**src/rtl/ahb2wb_pkg.sv**
```systemverilog
// Shared encodings, FSM state type and access-decode helpers for the AHB-Lite to Wishbone bridge.
package ahb2wb_pkg;

   localparam logic [1:0] HTRANS_IDLE   = 2'b00;
   localparam logic [1:0] HTRANS_BUSY   = 2'b01;
   localparam logic [1:0] HTRANS_NONSEQ = 2'b10;
   localparam logic [1:0] HTRANS_SEQ    = 2'b11;

   localparam logic [2:0] HSIZE_BYTE = 3'd0;
   localparam logic [2:0] HSIZE_HALF = 3'd1;
   localparam logic [2:0] HSIZE_WORD = 3'd2;

   typedef enum logic [2:0] {
      S_IDLE,
      S_SETUP,
      S_STROBE,
      S_ERR1,
      S_ERR2
   } state_t;

   function automatic logic [3:0] byte_strobe(input logic [2:0] size, input logic [1:0] addr_lo);
      case (size)
         HSIZE_BYTE: byte_strobe = 4'b0001 << addr_lo;
         HSIZE_HALF: byte_strobe = addr_lo[1] ? 4'b1100 : 4'b0011;
         default:    byte_strobe = 4'b1111;
      endcase
   endfunction

   // Sizes above a word and misaligned halves/words are answered with an AHB ERROR.
   function automatic logic access_legal(input logic [2:0] size, input logic [1:0] addr_lo);
      case (size)
         HSIZE_BYTE: access_legal = 1'b1;
         HSIZE_HALF: access_legal = ~addr_lo[0];
         HSIZE_WORD: access_legal = (addr_lo == 2'b00);
         default:    access_legal = 1'b0;
      endcase
   endfunction

endpackage

```
**src/rtl/ahb_to_wb_bridge_if.sv**
```systemverilog
// AHB-Lite slave side plus Wishbone master side of the bridge, bundled as one interface.
interface ahb_to_wb_bridge_if #(
   parameter int APERWIDTH = 17,
   parameter int DATAWIDTH = 32
);
   logic                   HSEL;
   logic [APERWIDTH-1:0]   HADDR;
   logic [1:0]             HTRANS;
   logic                   HWRITE;
   logic [2:0]             HSIZE;
   logic [DATAWIDTH-1:0]   HWDATA;
   logic                   HREADY;
   logic                   HREADYOUT;
   logic                   HRESP;
   logic [DATAWIDTH-1:0]   HRDATA;

   logic [APERWIDTH-1:0]   WBs_ADR;
   logic                   WBs_CYC;
   logic                   WBs_STB;
   logic                   WBs_WE;
   logic                   WBs_RD;
   logic [3:0]             WBs_BYTE_STB;
   logic [DATAWIDTH-1:0]   WBs_WR_DAT;
   logic [DATAWIDTH-1:0]   WBs_RD_DAT;
   logic                   WBs_ACK;

   // Bridge view: AHB slave, Wishbone master.
   modport slave (
      input  HSEL, HADDR, HTRANS, HWRITE, HSIZE, HWDATA, HREADY, WBs_RD_DAT, WBs_ACK,
      output HREADYOUT, HRESP, HRDATA,
             WBs_ADR, WBs_CYC, WBs_STB, WBs_WE, WBs_RD, WBs_BYTE_STB, WBs_WR_DAT
   );

   modport master (
      output HSEL, HADDR, HTRANS, HWRITE, HSIZE, HWDATA, HREADY, WBs_RD_DAT, WBs_ACK,
      input  HREADYOUT, HRESP, HRDATA,
             WBs_ADR, WBs_CYC, WBs_STB, WBs_WE, WBs_RD, WBs_BYTE_STB, WBs_WR_DAT
   );
endinterface

```
**src/rtl/ahb_to_wb_bridge_wb_ack_timeout.sv**
```systemverilog
// Counts STROBE cycles without acknowledge; o_expire flags the last allowed cycle.
module wb_ack_timeout #(
   parameter int CYCLES = 255,
   parameter int CNTR_W = 8
) (
   input  logic i_clk,
   input  logic i_rst,
   input  logic i_load,
   input  logic i_count,
   output logic o_expire
);

   localparam logic [CNTR_W-1:0] LAST = CNTR_W'(CYCLES - 1);

   logic [CNTR_W-1:0] r_cnt;

   always_ff @(posedge i_clk or posedge i_rst) begin
      if (i_rst)
         r_cnt <= '0;
      else if (i_load)
         r_cnt <= '0;
      else if (i_count && (r_cnt != LAST))
         r_cnt <= r_cnt + CNTR_W'(1);
   end

   assign o_expire = i_count & (r_cnt == LAST);

endmodule

```
**src/rtl/ahb_to_wb_bridge.sv**
```systemverilog
// AHB-Lite slave to Wishbone master bridge, one Wishbone cycle per AHB transfer.
// Optional AHB2WB_TIMEOUT_EN aborts a Wishbone cycle that is never acknowledged.
module ahb_to_wb_bridge
   import ahb2wb_pkg::*;
#(
   parameter int          APERWIDTH          = 17,
   parameter int          DATAWIDTH          = 32,
   parameter int          TIMEOUT_CYCLES     = 255,
   parameter int          TIMEOUT_CNTR_WIDTH = 8,
   parameter logic [31:0] DEFAULT_READ_VALUE = 32'hBADFABAC
) (
   input  logic               WB_CLK,
   input  logic               WB_RST,
   ahb_to_wb_bridge_if.slave  bus
);

   if (DATAWIDTH != 32) begin : g_bad_width
      $error("ahb_to_wb_bridge supports DATAWIDTH = 32 only");
   end
   if (TIMEOUT_CYCLES < 1 || TIMEOUT_CYCLES >= (1 << TIMEOUT_CNTR_WIDTH)) begin : g_bad_timeout
      $error("TIMEOUT_CNTR_WIDTH cannot hold TIMEOUT_CYCLES");
   end

   state_t                 r_state, w_next;
   logic                   r_write;
   logic [2:0]             r_size;
   logic [APERWIDTH-1:0]   r_adr;
   logic [3:0]             r_be;
   logic [DATAWIDTH-1:0]   r_wdat;
   logic [DATAWIDTH-1:0]   r_rdata;
   logic                   w_addr_valid;
   logic                   w_accept;
   logic                   w_legal;
   logic                   w_expire;

   assign w_addr_valid = bus.HSEL & bus.HREADY &
                         ((bus.HTRANS == HTRANS_NONSEQ) || (bus.HTRANS == HTRANS_SEQ));
   assign w_accept     = w_addr_valid & ((r_state == S_IDLE) || (r_state == S_ERR2));
   assign w_legal      = access_legal(bus.HSIZE, bus.HADDR[1:0]);

`ifdef AHB2WB_TIMEOUT_EN
   wb_ack_timeout #(
      .CYCLES (TIMEOUT_CYCLES),
      .CNTR_W (TIMEOUT_CNTR_WIDTH)
   ) u_timeout (
      .i_clk    (WB_CLK),
      .i_rst    (WB_RST),
      .i_load   (r_state == S_SETUP),
      .i_count  (r_state == S_STROBE),
      .o_expire (w_expire)
   );
`else
   assign w_expire = 1'b0;
`endif

   always_ff @(posedge WB_CLK or posedge WB_RST) begin
      if (WB_RST)
         r_state <= S_IDLE;
      else
         r_state <= w_next;
   end

   // ACK takes priority over expiry, so an acknowledge in the last allowed cycle still completes.
   always_comb begin
      w_next            = r_state;
      bus.HREADYOUT     = 1'b1;
      bus.HRESP         = 1'b0;
      bus.WBs_CYC       = 1'b0;
      bus.WBs_STB       = 1'b0;
      bus.WBs_WE        = 1'b0;
      bus.WBs_RD        = 1'b0;
      case (r_state)
         S_IDLE, S_ERR2: begin
            bus.HRESP = (r_state == S_ERR2);
            if (w_addr_valid)
               w_next = w_legal ? S_SETUP : S_ERR1;
            else
               w_next = S_IDLE;
         end
         S_SETUP: begin
            bus.HREADYOUT = 1'b0;
            w_next        = S_STROBE;
         end
         S_STROBE: begin
            bus.HREADYOUT = 1'b0;
            bus.WBs_CYC   = 1'b1;
            bus.WBs_STB   = 1'b1;
            bus.WBs_WE    = r_write;
            bus.WBs_RD    = ~r_write;
            if (bus.WBs_ACK)
               w_next = S_IDLE;
            else if (w_expire)
               w_next = S_ERR1;
         end
         S_ERR1: begin
            bus.HREADYOUT = 1'b0;
            bus.HRESP     = 1'b1;
            w_next        = S_ERR2;
         end
         default: w_next = S_IDLE;
      endcase
   end

   always_ff @(posedge WB_CLK or posedge WB_RST) begin
      if (WB_RST) begin
         r_write <= 1'b0;
         r_size  <= 3'd0;
         r_adr   <= '0;
         r_be    <= 4'd0;
         r_wdat  <= '0;
         r_rdata <= '0;
      end else begin
         if (w_accept) begin
            r_adr   <= bus.HADDR;
            r_write <= bus.HWRITE;
            r_size  <= bus.HSIZE;
         end
         if (r_state == S_SETUP) begin
            r_be <= byte_strobe(r_size, r_adr[1:0]);
            if (r_write)
               r_wdat <= bus.HWDATA;
         end
         if (r_state == S_STROBE) begin
            if (bus.WBs_ACK) begin
               if (!r_write)
                  r_rdata <= bus.WBs_RD_DAT;
            end else if (w_expire) begin
               r_rdata <= DEFAULT_READ_VALUE;
            end
         end
      end
   end

   assign bus.HRDATA       = r_rdata;
   assign bus.WBs_ADR      = r_adr;
   assign bus.WBs_BYTE_STB = r_be;
   assign bus.WBs_WR_DAT   = r_wdat;

endmodule

```
**src/flat_wrapper.sv**
```systemverilog
// flat-port wrapper written by rule: the top's interface ports become plain ports
module ahb_to_wb_bridge_flat import ahb2wb_pkg::*;
#(
   parameter int          APERWIDTH          = 17,
   parameter int          DATAWIDTH          = 32,
   parameter int          TIMEOUT_CYCLES     = 255,
   parameter int          TIMEOUT_CNTR_WIDTH = 8,
   parameter logic [31:0] DEFAULT_READ_VALUE = 32'hBADFABAC
)
  (WB_CLK, WB_RST, bus_HSEL, bus_HADDR, bus_HTRANS, bus_HWRITE, bus_HSIZE, bus_HWDATA, bus_HREADY, bus_WBs_RD_DAT, bus_WBs_ACK, bus_HREADYOUT, bus_HRESP, bus_HRDATA, bus_WBs_ADR, bus_WBs_CYC, bus_WBs_STB, bus_WBs_WE, bus_WBs_RD, bus_WBs_BYTE_STB, bus_WBs_WR_DAT);
  ahb_to_wb_bridge_if #(.APERWIDTH(APERWIDTH), .DATAWIDTH(DATAWIDTH)) bus_i ();
  input  logic WB_CLK;
  input  logic WB_RST;
  input wire logic [$bits(bus_i.HSEL)-1:0] bus_HSEL;
  input wire logic [$bits(bus_i.HADDR)-1:0] bus_HADDR;
  input wire logic [$bits(bus_i.HTRANS)-1:0] bus_HTRANS;
  input wire logic [$bits(bus_i.HWRITE)-1:0] bus_HWRITE;
  input wire logic [$bits(bus_i.HSIZE)-1:0] bus_HSIZE;
  input wire logic [$bits(bus_i.HWDATA)-1:0] bus_HWDATA;
  input wire logic [$bits(bus_i.HREADY)-1:0] bus_HREADY;
  input wire logic [$bits(bus_i.WBs_RD_DAT)-1:0] bus_WBs_RD_DAT;
  input wire logic [$bits(bus_i.WBs_ACK)-1:0] bus_WBs_ACK;
  output wire logic [$bits(bus_i.HREADYOUT)-1:0] bus_HREADYOUT;
  output wire logic [$bits(bus_i.HRESP)-1:0] bus_HRESP;
  output wire logic [$bits(bus_i.HRDATA)-1:0] bus_HRDATA;
  output wire logic [$bits(bus_i.WBs_ADR)-1:0] bus_WBs_ADR;
  output wire logic [$bits(bus_i.WBs_CYC)-1:0] bus_WBs_CYC;
  output wire logic [$bits(bus_i.WBs_STB)-1:0] bus_WBs_STB;
  output wire logic [$bits(bus_i.WBs_WE)-1:0] bus_WBs_WE;
  output wire logic [$bits(bus_i.WBs_RD)-1:0] bus_WBs_RD;
  output wire logic [$bits(bus_i.WBs_BYTE_STB)-1:0] bus_WBs_BYTE_STB;
  output wire logic [$bits(bus_i.WBs_WR_DAT)-1:0] bus_WBs_WR_DAT;
  assign bus_i.HSEL = bus_HSEL;
  assign bus_i.HADDR = bus_HADDR;
  assign bus_i.HTRANS = bus_HTRANS;
  assign bus_i.HWRITE = bus_HWRITE;
  assign bus_i.HSIZE = bus_HSIZE;
  assign bus_i.HWDATA = bus_HWDATA;
  assign bus_i.HREADY = bus_HREADY;
  assign bus_i.WBs_RD_DAT = bus_WBs_RD_DAT;
  assign bus_i.WBs_ACK = bus_WBs_ACK;
  assign bus_HREADYOUT = bus_i.HREADYOUT;
  assign bus_HRESP = bus_i.HRESP;
  assign bus_HRDATA = bus_i.HRDATA;
  assign bus_WBs_ADR = bus_i.WBs_ADR;
  assign bus_WBs_CYC = bus_i.WBs_CYC;
  assign bus_WBs_STB = bus_i.WBs_STB;
  assign bus_WBs_WE = bus_i.WBs_WE;
  assign bus_WBs_RD = bus_i.WBs_RD;
  assign bus_WBs_BYTE_STB = bus_i.WBs_BYTE_STB;
  assign bus_WBs_WR_DAT = bus_i.WBs_WR_DAT;
  ahb_to_wb_bridge #(.APERWIDTH(APERWIDTH), .DATAWIDTH(DATAWIDTH), .TIMEOUT_CYCLES(TIMEOUT_CYCLES), .TIMEOUT_CNTR_WIDTH(TIMEOUT_CNTR_WIDTH), .DEFAULT_READ_VALUE(DEFAULT_READ_VALUE)) u_core (.WB_CLK(WB_CLK), .WB_RST(WB_RST), .bus(bus_i));
endmodule
```
**config.mk**
```make
export PLATFORM = sky130hd
export DESIGN_NAME = ahb_to_wb_bridge_flat
export DESIGN_NICKNAME = d
export VERILOG_FILES = /design/src/rtl/ahb2wb_pkg.sv /design/src/rtl/ahb_to_wb_bridge_if.sv /design/src/rtl/ahb_to_wb_bridge_wb_ack_timeout.sv /design/src/rtl/ahb_to_wb_bridge.sv /design/src/flat_wrapper.sv
export SDC_FILE = /design/constraint.sdc
export NUM_CORES = 1
export LEC_CHECK = 0
export BUFFER_PORTS_ARGS = -buffer_cell sky130_fd_sc_hd__buf_2
export CAP_MARGIN = 30
export CORE_UTILIZATION = 40
export CTS_BUF_LIST = sky130_fd_sc_hd__clkbuf_4 sky130_fd_sc_hd__clkbuf_8
export DETAILED_ROUTE_END_ITERATION = 7
export PLACE_DENSITY = 0.79
export SYNTH_ARGS = -nofsm -noshare
export SYNTH_HDL_FRONTEND = slang
export SYNTH_SLANG_ARGS = --single-unit
```
**constraint.sdc**
```tcl
create_clock -name WB_CLK -period 3.5 [get_ports WB_CLK]
set_input_delay 0.7 -clock WB_CLK [delete_from_list [all_inputs] [get_ports WB_CLK]]
set_output_delay 0.7 -clock WB_CLK [all_outputs]
set_load 0.02 [all_outputs]
```
Word level (Yosys, flattened, before mapping):

Index checks and enable logic that the tools add are counted.

* register bits: 92
* input bits: 92
* output and inout port bits: 91

* equality and inequality tests: 10
* shift operators: 1
* muxes and demuxes: 12
* bitwise logic cells: 5
* reductions and logical operators: 10

Operators by type and width (count)
* case mux 3 bit (4 select lines): 1
* == test 3 x 1 -> 1 bit (second input constant): 3
* == test 3 x 2 -> 1 bit (second input constant): 3
* zero test 3 bit: 3
* case mux 4 bit (2 select lines): 1
* 2-to-1 mux 3 bit: 2
* == test 2 bit (second input constant): 2
* 2-to-1 mux 1 bit: 4
* 2-to-1 mux 4 bit: 1
* << shifter 1 x 2 -> 4 bit (first input constant): 1
* AND 1 bit: 3
* == test 3 bit (second input constant): 1
* case mux 1 bit (3 select lines): 1
* AND reduction 3 bit: 1
* OR reduction 3 bit: 1
* zero test 2 bit: 1
* logical OR 1 bit: 2
* 2-to-1 mux 2 bit: 1
* inequality test 2 bit (second input constant): 1
* NOT 1 bit: 2
* case mux 1 bit (2 select lines): 1
* AND reduction 2 bit: 1
* OR reduction 2 bit: 1

Depth between registers and ports, before layout:

* depth after elaboration: 5
* mapped depth: 5
* mapped depth without buffers: 4

Worst setup path before layout:

Ideal clock, no wire load.

* path kind: register to output
* start point: reg u_core.r_state[2]
* end point: out bus_WBs_WE
* arrival: 1211 ps
* required time: 2800 ps
* setup slack: 1589 ps
* stages on the path, launching flop included: 4
* cell sequence: dfrtp_1 -> or3b_1 -> inv_2 -> and2_1

* longest elaborated chain between the ends: 2

Ends and longest elaborated chain
* start, declared: line ahb_to_wb_bridge.sv:24 `state_t r_state, w_next;`
* start signal, assigned: line ahb_to_wb_bridge.sv:60 `r_state <= w_next;`
* == test 3 x 2 -> 1 bit: line ahb_to_wb_bridge.sv:72 `case (r_state)`
* 2-to-1 mux 1 bit: line ahb_to_wb_bridge.sv:72
* end, declared: line flat_wrapper.sv:29 `output wire logic [$bits(bus_i.WBs_WE)-1:0] bus_WBs_WE;`

No other way between the ends.

Worst setup path in the final report:

Ends and elaborated chain as after synthesis.

==> impl_metrics.yaml <==
power:
  p_leak_nw: 2.64
  cellPowerDensity_nw_per_um2: 872
  irDropWorstVdd_mv: 0.355
  finalPower_mw: 4.28
detailed_routing:
  drtPass1Iterations: 6
  first_iter_violations: 56
  ant_nets: 0
  dr_total_vias: 2438
  wire_per_inst_um: 14.1
  routed_wl_mm: 7.33
  drcViolationCount: 24
  vias_per_cell: 4.69
clocking:
  clk_pin_slew_ns: 0.09
  clock_latency_ns: 0.35
  h-tree-depth: 3
  cts_tree: "built"
  cts.path.max_buffers: 2
  ctsResizeCount: 0
  cts.sinks: 92
  cts_buffers: 9
  root_buffer: "clkbuf_8"
  ctsHoldBuffers: 0
  postCtsSetupRepairBufs: 0
timing:
  min_period_ns: 2.33
  fin_crit_sh: 0.667
  tns_ns: 0
  setup_viol: 0
  final_max_slew_viol_count: 0
  tightest_slew_ns: 0.644
  grt_setup_unrepaired: "no"
  hold_violations: 0
  clock_skew_ns: 0.0188
  slew_headroom: 0.571
  fmax_mhz: 428
yosys:
  syn-instance-count: 220
  synth_cell_type_count: 25
  yosysWarnings: 0
  yosysSeqAreaShare: 0.630
  yosys_register_bits: 92
  syn_area_um2: 3660
  synthesis.area_per_instance_um2: 16.6
  syn-num-nets: 312
die:
  fp.coreArea_um2: 8810
  dieHeight_um: 97.6
  std_cell_rows: 34
  start_util: 0.415
  die_w_um: 97.6
  ios: 183
  dieArea_um2: 9530
grt:
  antenna_found_initial: 0
  grt_overflow: 0
  grt_pass1_wl_mm: 12.1
  grt_max_degree: 56
  first_global_vias: 2570
  grt_usage: 0.160
final_layout:
  register_area_um2: 2300
  drive_above_1_share: 0.583
  layoutNonFillerInstCount: 520
  multi_input_comb_area_um2: 1260
  area_growth_pct: 34.3
  nFillCells: 736
  n_antenna_cell: 0
  fin_area_um2: 4910
  num-nets-final: 499
  finish.utilization: 0.558
place:
  numPlacedInstances: 503
  gp_congestion: 0.723
  dp_hpwl_mm: 5.42
  portBuffers: 181
  dpl_cell_area_um2: 4650
worst_setup_path:
  ff2ff_setup_slack_ns: 1.37
  startpoint_type: "flip-flop"
  end_kind: "output port"
  crit_required_ns: 2.80
  crit_fanout: 6
  critPathKind: "flip-flop to output port"
  arrival_ns: 1.63
outcome:
  violations: "DRC"
  status: "complete, but fails checks"
worst_hold_path:
  hp-class: "input port to async pin"
run:
  maxCapViolations: 0
-- worst max-delay path: stages, from the launching register on --
cell	delay (ns)
dfrtp_1	0.44
or3b_1	0.43
inv_2	0.12
and2_1	0.13
buf_2	0.16
-- cells in the mapped netlist --
library cell	n	area, µm²
mux2_4	30	450
or3b_1	2	17.5
dfrtp_1	92	2300
a21oi_1	5	25.0
or3_1	1	6.26
inv_1	3	11.3
nor2_1	6	22.5
mux2_1	52	586
o21ai_0	2	10.0
o221ai_1	1	8.76
buf_4	4	30.0
buf_6	3	33.8
nor3b_2	1	12.5
inv_2	1	3.75
mux2_2	3	33.8
or2_2	1	6.26
clkbuf_1	1	3.75
and3b_1	1	8.76
and2_1	2	12.5
nand3b_4	1	20.0
a21o_1	2	15.0
nor3_1	1	5.00
nand4_1	1	6.26
o21bai_1	2	15.0
buf_2	2	10.0
-- cell type report --
cell class                      count  area share
Inverter                            4     0.00331
Clock inverter                      6      0.0191
Multi-Input combinational cell    114       0.257
Sequential cell                    92       0.469
Clock buffer                       10      0.0280
Tap cell                          108      0.0275
Timing Repair Buffer              186       0.196
-- kinds of logic (layout without fill, tap and decap cells) --
logic type / after synthesis / after routing / share of synthesized area
mux: 85 / 85 / 0.293
flops: 92 / 92 / 0.630
compound gates: 12 / 12 / 0.0202
simple gates: 17 / 17 / 0.0322
buf+inv: 14 / 206 / 0.0253
-- state kept, by name, summed over array words and instances (netlist names) --
| signal | flops |
|---|---|
| u_core.bus.WBs_WR_DAT | 32 |
| u_core.bus.HRDATA | 32 |
| u_core.bus.WBs_ADR | 17 |
| u_core.bus.WBs_BYTE_STB | 4 |
| u_core.r_size | 3 |
| u_core.r_state | 3 |
| u_core.r_write | 1 |
-- placed cells by master, fill, tap and decap left out, types with 2 or more instances in the layout --
cell type	Yosys	layout
a21o_1	2	2
a21oi_1	5	5
and2_1	2	2
buf_2	2	181
buf_4	4	4
bufinv_16	0	2
clkbuf_8	0	10
dfrtp_1	92	92
inv_1	3	2
inv_6	0	2
mux2_1	52	52
mux2_2	3	3
mux2_4	30	30
nor2_1	6	6
o21ai_0	2	2
o21bai_1	2	2
or3b_1	2	2
-- metal layers --
metal | routed length, µm | track usage
met2 | 3700 | 0.275
met3 | 512 | 0.0518
met1 | 3040 | 0.193
met4 | 75 | 0.0466
met5 | 0 | 0
-- stage by stage --
| step | setup WS [ns] | hold slack [ns] |
|---|---|---|
| 6_report | 1.17 | 0.213 |
| 5_1_grt | 1.06 | 0.185 |
| 4_1_cts | 1.16 | 0.490 |
| 3_5_place_dp | 1.39 | 0.470 |
| 3_3_place_gp | 1.40 | 0.462 |
| 2_1_floorplan | 0.408 | 0.466 |
-- power breakdown --
| group | internal [mW] | switching (mW) | total, mW |
|---|---|---|---|
| clock | 0.429 | 0.384 | 0.812 |
| sequential | 1.52 | 0.232 | 1.76 |
| combinational | 0.749 | 0.966 | 1.72 |
| total | 2.70 | 1.58 | 4.28 |
-- path summary, 6_finish.rpt --
check                      cells after the start                       end                     start
setup / recovery                               4                bus_WBs_WE         u_core.r_state[2]
hold / removal                                 2     u_core.bus.HRDATA[18]                    WB_RST
min in group WB_CLK                            1  u_core.bus.WBs_WR_DAT[7]  u_core.bus.WBs_WR_DAT[7]
setup reg to reg                               4     u_core.bus.HRDATA[26]         u_core.r_state[2]
hold reg to reg                                1  u_core.bus.WBs_WR_DAT[7]  u_core.bus.WBs_WR_DAT[7]
max in group asynchronous                      4     u_core.bus.WBs_ADR[8]                    WB_RST
(Power assumes the default switching activity.)
